--- src/rtl/zap_ram_multiport_if.sv ---
// zap_ram_multiport_if: bus bundle for zap_ram_multiport.
//   i_clken    global clock enable (freezes all state when low)
//   i_wr_en    write request; i_wr_be byte enables; i_wr_addr / i_wr_data
//   i_rd_en    per-port read request; i_rd_addr packed read addresses (AW per port)
//   o_rd_data  packed read data (WIDTH per port); o_rd_valid per-port data valid
//   o_par_err  per-port parity error (only meaningful with parity storage built in)
// Modports: master drives requests and samples results, slave is the RAM side.
interface zap_ram_multiport_if #(
    parameter int unsigned WIDTH = 32,
    parameter int unsigned DEPTH = 32,
    parameter int unsigned NRD   = 2
);
    localparam int unsigned NB = WIDTH / 8;
    localparam int unsigned AW = (DEPTH > 1) ? $clog2(DEPTH) : 1;

    logic                 i_clken;
    logic                 i_wr_en;
    logic [NB-1:0]        i_wr_be;
    logic [AW-1:0]        i_wr_addr;
    logic [WIDTH-1:0]     i_wr_data;
    logic [NRD-1:0]       i_rd_en;
    logic [NRD*AW-1:0]    i_rd_addr;
    logic [NRD*WIDTH-1:0] o_rd_data;
    logic [NRD-1:0]       o_rd_valid;
    logic [NRD-1:0]       o_par_err;

    modport master (
        output i_clken, i_wr_en, i_wr_be, i_wr_addr, i_wr_data, i_rd_en, i_rd_addr,
        input  o_rd_data, o_rd_valid, o_par_err
    );

    modport slave (
        input  i_clken, i_wr_en, i_wr_be, i_wr_addr, i_wr_data, i_rd_en, i_rd_addr,
        output o_rd_data, o_rd_valid, o_par_err
    );
endinterface

--- src/rtl/zap_ram_multiport.sv ---
// zap_ram_multiport: RAM with NRD independent read ports, LAT-edge read latency,
// per-byte write enables and byte-granular write-to-read forwarding across every
// read pipeline stage. A read accepted at edge t returns the word after all writes
// accepted at edges t .. t+LAT-1 (newest write wins per byte).
// Ports:
//   i_clk      clock
//   i_reset_n  asynchronous active-low reset (pipeline only; the array is not reset)
//   bus        zap_ram_multiport_if.slave (clock enable, write port, read ports, results)
// Optional feature: define ZAP_RAM_MULTIPORT_PARITY_EN to store one even-parity bit
// per byte and flag o_par_err for array-sourced bytes; otherwise o_par_err is tied 0.
module zap_ram_multiport #(
    parameter int unsigned WIDTH = 32,
    parameter int unsigned DEPTH = 32,
    parameter int unsigned NRD   = 2,
    parameter int unsigned LAT   = 3
) (
    input  logic               i_clk,
    input  logic               i_reset_n,
    zap_ram_multiport_if.slave bus
);
    localparam int unsigned NB = WIDTH / 8;
    localparam int unsigned AW = (DEPTH > 1) ? $clog2(DEPTH) : 1;

    // One read in flight: its address, array snapshot taken at acceptance and the
    // bytes overwritten by later writes (mask/fwd).
    typedef struct packed {
        logic [AW-1:0]    addr;
        logic             valid;
        logic [NB-1:0]    mask;
        logic [WIDTH-1:0] fwd;
        logic [WIDTH-1:0] arr;
        logic [NB-1:0]    par;
    } stage_t;

    function automatic stage_t merge(input stage_t cur, input logic hit,
                                     input logic [NB-1:0] be, input logic [WIDTH-1:0] wd);
        stage_t r;
        r = cur;
        for (int unsigned k = 0; k < NB; k++) begin
            if (hit && be[k]) begin
                r.mask[k]        = 1'b1;
                r.fwd[8*k +: 8]  = wd[8*k +: 8];
            end
        end
        return r;
    endfunction

`ifdef ZAP_RAM_MULTIPORT_PARITY_EN
    function automatic logic [NB-1:0] byte_par(input logic [WIDTH-1:0] w);
        logic [NB-1:0] r;
        r = '0;
        for (int unsigned k = 0; k < NB; k++) begin
            r[k] = ^w[8*k +: 8];
        end
        return r;
    endfunction
`endif

    logic [WIDTH-1:0] mem [DEPTH];
`ifdef ZAP_RAM_MULTIPORT_PARITY_EN
    logic [NB-1:0]    mem_par [DEPTH];
`endif

    stage_t st [NRD][LAT];
    stage_t nx [NRD][LAT];

    // Writes to addresses beyond DEPTH are dropped and never forwarded.
    logic wr_ok;
    if ((1 << AW) == DEPTH) begin : g_pow2
        assign wr_ok = bus.i_wr_en;
    end else begin : g_npow2
        assign wr_ok = bus.i_wr_en && (32'(bus.i_wr_addr) < DEPTH);
    end

    always_ff @(posedge i_clk) begin
        if (bus.i_clken && wr_ok) begin
            for (int unsigned k = 0; k < NB; k++) begin
                if (bus.i_wr_be[k]) begin
                    mem[bus.i_wr_addr][8*k +: 8] <= bus.i_wr_data[8*k +: 8];
`ifdef ZAP_RAM_MULTIPORT_PARITY_EN
                    mem_par[bus.i_wr_addr][k] <= ^bus.i_wr_data[8*k +: 8];
`endif
                end
            end
        end
    end

    for (genvar p = 0; p < NRD; p++) begin : g_port
        stage_t           head;
        stage_t           fin;
        logic [WIDTH-1:0] word;
        logic             perr;

        // The array is sampled before this edge's write; that write reaches the read
        // through the stage-0 merge instead, giving write-first behaviour.
        always_comb begin
            head       = '0;
            head.addr  = bus.i_rd_addr[p*AW +: AW];
            head.valid = bus.i_rd_en[p];
            head.arr   = mem[head.addr];
`ifdef ZAP_RAM_MULTIPORT_PARITY_EN
            head.par   = mem_par[head.addr];
`endif
        end

        for (genvar s = 0; s < LAT; s++) begin : g_stage
            if (s == 0) begin : g_first
                assign nx[p][s] = merge(head, wr_ok && (head.addr == bus.i_wr_addr),
                                        bus.i_wr_be, bus.i_wr_data);
            end else begin : g_next
                assign nx[p][s] = merge(st[p][s-1], wr_ok && (st[p][s-1].addr == bus.i_wr_addr),
                                        bus.i_wr_be, bus.i_wr_data);
            end
        end

        assign fin = st[p][LAT-1];

        always_comb begin
            word = fin.arr;
            for (int unsigned k = 0; k < NB; k++) begin
                if (fin.mask[k]) begin
                    word[8*k +: 8] = fin.fwd[8*k +: 8];
                end
            end
        end

`ifdef ZAP_RAM_MULTIPORT_PARITY_EN
        // Only bytes that came from the array are checked; forwarded bytes are fresh.
        assign perr = fin.valid && (|(~fin.mask & (fin.par ^ byte_par(fin.arr))));
`else
        assign perr = 1'b0;
`endif

        assign bus.o_rd_data[p*WIDTH +: WIDTH] = word;
        assign bus.o_rd_valid[p]               = fin.valid;
        assign bus.o_par_err[p]                = perr;
    end

    // The last stage only takes new contents with a valid read, so the output word
    // holds the last returned data while o_rd_valid is low.
    always_ff @(posedge i_clk or negedge i_reset_n) begin
        if (!i_reset_n) begin
            for (int unsigned p = 0; p < NRD; p++) begin
                for (int unsigned s = 0; s < LAT; s++) begin
                    st[p][s] <= '0;
                end
            end
        end else if (bus.i_clken) begin
            for (int unsigned p = 0; p < NRD; p++) begin
                for (int unsigned s = 0; s < LAT; s++) begin
                    if ((s + 1 == LAT) && !nx[p][s].valid) begin
                        st[p][s].valid <= 1'b0;
                    end else begin
                        st[p][s] <= nx[p][s];
                    end
                end
            end
        end
    end
endmodule

--- src/flat_wrapper.sv ---
// flat-port wrapper written by rule: the top's interface ports become plain ports
module zap_ram_multiport_flat 
#(
    parameter int unsigned WIDTH = 32,
    parameter int unsigned DEPTH = 32,
    parameter int unsigned NRD   = 2,
    parameter int unsigned LAT   = 3
)
  (i_clk, i_reset_n, bus_i_clken, bus_i_wr_en, bus_i_wr_be, bus_i_wr_addr, bus_i_wr_data, bus_i_rd_en, bus_i_rd_addr, bus_o_rd_data, bus_o_rd_valid, bus_o_par_err);
  zap_ram_multiport_if #(.WIDTH(WIDTH), .DEPTH(DEPTH), .NRD(NRD)) bus_i ();
  input  logic i_clk;
  input  logic i_reset_n;
  input wire logic [$bits(bus_i.i_clken)-1:0] bus_i_clken;
  input wire logic [$bits(bus_i.i_wr_en)-1:0] bus_i_wr_en;
  input wire logic [$bits(bus_i.i_wr_be)-1:0] bus_i_wr_be;
  input wire logic [$bits(bus_i.i_wr_addr)-1:0] bus_i_wr_addr;
  input wire logic [$bits(bus_i.i_wr_data)-1:0] bus_i_wr_data;
  input wire logic [$bits(bus_i.i_rd_en)-1:0] bus_i_rd_en;
  input wire logic [$bits(bus_i.i_rd_addr)-1:0] bus_i_rd_addr;
  output wire logic [$bits(bus_i.o_rd_data)-1:0] bus_o_rd_data;
  output wire logic [$bits(bus_i.o_rd_valid)-1:0] bus_o_rd_valid;
  output wire logic [$bits(bus_i.o_par_err)-1:0] bus_o_par_err;
  assign bus_i.i_clken = bus_i_clken;
  assign bus_i.i_wr_en = bus_i_wr_en;
  assign bus_i.i_wr_be = bus_i_wr_be;
  assign bus_i.i_wr_addr = bus_i_wr_addr;
  assign bus_i.i_wr_data = bus_i_wr_data;
  assign bus_i.i_rd_en = bus_i_rd_en;
  assign bus_i.i_rd_addr = bus_i_rd_addr;
  assign bus_o_rd_data = bus_i.o_rd_data;
  assign bus_o_rd_valid = bus_i.o_rd_valid;
  assign bus_o_par_err = bus_i.o_par_err;
  zap_ram_multiport #(.WIDTH(WIDTH), .DEPTH(DEPTH), .NRD(NRD), .LAT(LAT)) u_core (.i_clk(i_clk), .i_reset_n(i_reset_n), .bus(bus_i));
endmodule
--- config.mk ---
export PLATFORM = sky130hd
export DESIGN_NAME = zap_ram_multiport_flat
export DESIGN_NICKNAME = d
export VERILOG_FILES = /design/src/rtl/zap_ram_multiport_if.sv /design/src/rtl/zap_ram_multiport.sv /design/src/flat_wrapper.sv
export SDC_FILE = /design/constraint.sdc
export NUM_CORES = 2
export LEC_CHECK = 0
export ABC_CLOCK_PERIOD_IN_PS = 2029
export BUFFER_PORTS_ARGS = -buffer_cell sky130_fd_sc_hd__buf_2
export CAP_MARGIN = 30
export CORE_ASPECT_RATIO = 0.9
export CORE_UTILIZATION = 45
export DETAILED_ROUTE_END_ITERATION = 12
export PLACE_DENSITY_LB_ADDON = 0.3
export SKIP_CTS_REPAIR_TIMING = 1
export SKIP_LAST_GASP = 1
export SYNTH_ARGS = -nofsm -noshare
export SYNTH_HDL_FRONTEND = slang
export SYNTH_SLANG_ARGS = --single-unit
--- constraint.sdc ---
create_clock -name i_clk -period 2.03 [get_ports i_clk]
set_input_delay 0.5075 -clock i_clk [delete_from_list [all_inputs] [get_ports i_clk]]
set_output_delay 0.5075 -clock i_clk [all_outputs]
set_load 0.01 [all_outputs]
==> metrics.csv <==
metric;value;unit
status;complete, but fails checks;
violated checks;setup timing;
Worst Skew;0.0209;ns
H-tree levels;4;
Synth async-reset ratio;29.8;%
type of origin of the critical path;flip-flop;
power per cell area;904;nW/µm²
CP Class;reg -> out;
pin count of the biggest net entering global routing;80;
Crit Path Max Fanout;4;
nets@finish;4700;
Cell Chain, Critical Path;buf_6 -> mux2_4 -> buf_6;
EDFF count, synth;1024;
busiest grt layer;met1;
LEAKAGE;29.2;nW
Final Hold Vio Count;0;
post-synthesis cell type count;49;
post-route minimum period;2.35;ns
crit-path max cell delay;0.43;ns
global placement routability congestion;0.904;
Area growth, synth to finish;20.9;%
layout cells sized above 1;36.5;%
port bufs;122;
vias in the first global route;42400;
Fmax;0.426;GHz
synthesized area;66300;µm²
Final Cycle Share;116;%
Hold Startpoint;bus_i_wr_data[24];
most used cell, CP;buf_6;
Least-Margin Pin Slew;0.976;ns
critical path capture point type;primary output;
worst vdd ir;898;µV
met2 Resource Use GR;39.6;%
max_cap viols;0;
Rel. slew slack;34.8;%
CTS Buf Count;155;
Core Area;146000;µm²
initial DRC count;6414;
Routed Antenna Nets;0;
io pins;125;
dominant synthesized flop cell;edfxtp_1;
initial antenna violation count;10;
TritonCTS clock tree;done;
reg2reg start;u_core.mem[14][0]$_DFFE_PP_;
Area contributors post-synth;edfxtp_1 46%, mux4_2 17%, dfrtp_1 16%;
Initial Util;45.3;%
die width;406;µm
Worst Path Arrival;1.84;ns
Setup WS post-layout;-0.317;ns
Synth warnings;0;
wirelength, routed;203;mm
leading area contributor after synthesis;edfxtp_1;
cell count after synthesis;4056;
crit path from;u_core.g_port[1].fin[68]$_DFFE_PN0P_;
Synth top area share;46.4;%
worst min path class;in -> reg;
Finished Layout Cells;6729;
Initial DRT Pass Iterations;5;
FP Rows;133;
Critical Path RT;1.52;ns
number of synthesized register bits;1458;
Seq/Total Area, Yosys;62.8;%
die area;149000;µm²
Place WS;-0.496;ns
CTS clk-pin slew, worst paths;0.06;ns
Via density;6.44;
DRC;0;
overall power;72.4;mW
grt ovf;0;
syn avg cell area;16.3;µm²
Cells after DPL;6419;
unrepaired setup endpoints after global routing;true;
FILL cells;11600;
Avg WL per Cell;30.1;µm
count of final setup violators;64;
fin. max-slew vios;0;
GR Util All Layers;27.2;%
Die Y;366;µm
global-route wire length before repair;295;mm
clk buf depth;3;
clock sinks;1458;
hold_ws;0.0816;ns
insertion delay to the later sink of the worst-skew pair;0.80;ns
clk root buf;clkbuf_16;
Global Route met1 Usage;39.9;%
Critical Path Slowest Stage Cell;dfrtp_2;
vias post-DR;43300;
dpl hpwl;139;mm
met3 usage;7.44;%
==> layout by cell type, fill, tap and decap left out, drive strengths merged, types with 7 or more instances in the layout <==
cell,n
edfxtp,1024
nor3,9
a22o,124
o2111ai,15
o21ai,10
clkinv,47
o31ai,128
mux4,506
o221ai,17
a21o,20
nand2,286
and3,7
nor2b,9
inv,28
buf,789
nand4,135
mux2,168
a31oi,144
a2111o,23
clkbuf,211
and2,16
nor2,290
xnor2,30
nand3,10
a222oi,7
o22ai,25
a21oi,11
dfrtp,434
mux2i,138
a22oi,57
==> routing by layer <==
| layer | share of wire, % | up-vias |
|---|---|---|
| met5 | 0.030 | - |
| met4 | 2.9 | 10 |
| met3 | 12 | 337 |
| met2 | 44 | 2772 |
| met1 | 41 | 22600 |
| li1 | - | 17600 |
==> stage by stage <==
stage          TNS (ns)  util (%)  instance area (µm²)
2_1_floorplan   -249.88         -                66300
5_1_grt          -20.14      54.8                80100
6_report         -17.53      54.8                80100
3_3_place_gp    -145.61      51.0                74500
3_5_place_dp    -162.52      51.0                74500
4_1_cts          -30.71      54.4                79400
==> final timing paths <==
| path | slack, ns | depth (start not counted) | end |
|---|---|---|---|
| worst min register to register | 0.47 | 2 | u_core.g_port[0].fin[33]$_DFFE_PN0P_ |
| worst max register to register | 0.10 | 5 | u_core.nx[316]$_DFFE_PN0P_ |
| worst max-delay path | -0.32 | 3 | bus_o_rd_data[38] |
| max in group asynchronous | 1.02 | 4 | u_core.nx[343]$_DFFE_PN0P_ |
| worst min-delay path | 0.08 | 3 | u_core.st[372]$_DFFE_PN0P_ |
| min in group asynchronous | 0.19 | 2 | u_core.g_port[1].fin[12]$_DFFE_PN0P_ |
==> Yosys cell counts (all sizes together), types with 11 or more instances <==
| cell | instances |
|---|---|
| a2111o | 23 |
| a21o | 20 |
| a21oi | 11 |
| a22o | 124 |
| a22oi | 57 |
| a31oi | 144 |
| and2 | 16 |
| buf | 137 |
| clkbuf | 228 |
| dfrtp | 434 |
| edfxtp | 1024 |
| inv | 12 |
| mux2 | 168 |
| mux2i | 138 |
| mux4 | 506 |
| nand2 | 286 |
| nand4 | 135 |
| nor2 | 290 |
| o2111ai | 15 |
| o221ai | 17 |
| o22ai | 25 |
| o31ai | 128 |
| xnor2 | 30 |
==> logic make-up after synthesis <==
kind of cell / share of synthesized area, %
flops: 62.8
mux: 22.1
simple gates: 5.29
compound gates: 6.82
buf+inv: 2.55
xor+xnor: 0.397
other cells: 0.00566
==> cell type report <==
| type | instances | area, µm² | area share [%] |
|---|---|---|---|
| clock buffers | 209 | 4280 | 5.34 |
| well taps | 1957 | 2450 | 3.06 |
| inverters | 13 | 51.3 | 0.0640 |
| clock inverters | 74 | 662 | 0.826 |
| diodes | 3 | 7.51 | 0.00937 |
| flip-flops and latches | 1458 | 41600 | 52.0 |
| multi-input cells | 2221 | 23200 | 28.9 |
| repair buffers | 794 | 7850 | 9.80 |
==> flip-flops by register name, summed over array words and instances (netlist names) <==
signal and flops:
u_core.mem 1024, u_core.nx 152, u_core.st 144, u_core.g_port.fin 136
u_core.bus.o_rd_valid 2
==> worst max-delay path, delay by kind of cell (launching register included) <==
kind,cells,cell delay (ns)
muxes,1,0.32
buffers and inverters,2,0.28
DFF,1,0.43
==> power breakdown <==
| part | internal, mW | leakage, nW | total [mW] | switching, mW |
|---|---|---|---|---|
| clock | 15.7 | 2.43 | 27.8 | 12.1 |
| sequential | 33.4 | 14.6 | 34.5 | 1.12 |
| combinational | 4.73 | 12.2 | 10.2 | 5.43 |
No activity file was read; power rests on OpenSTA's default activity.
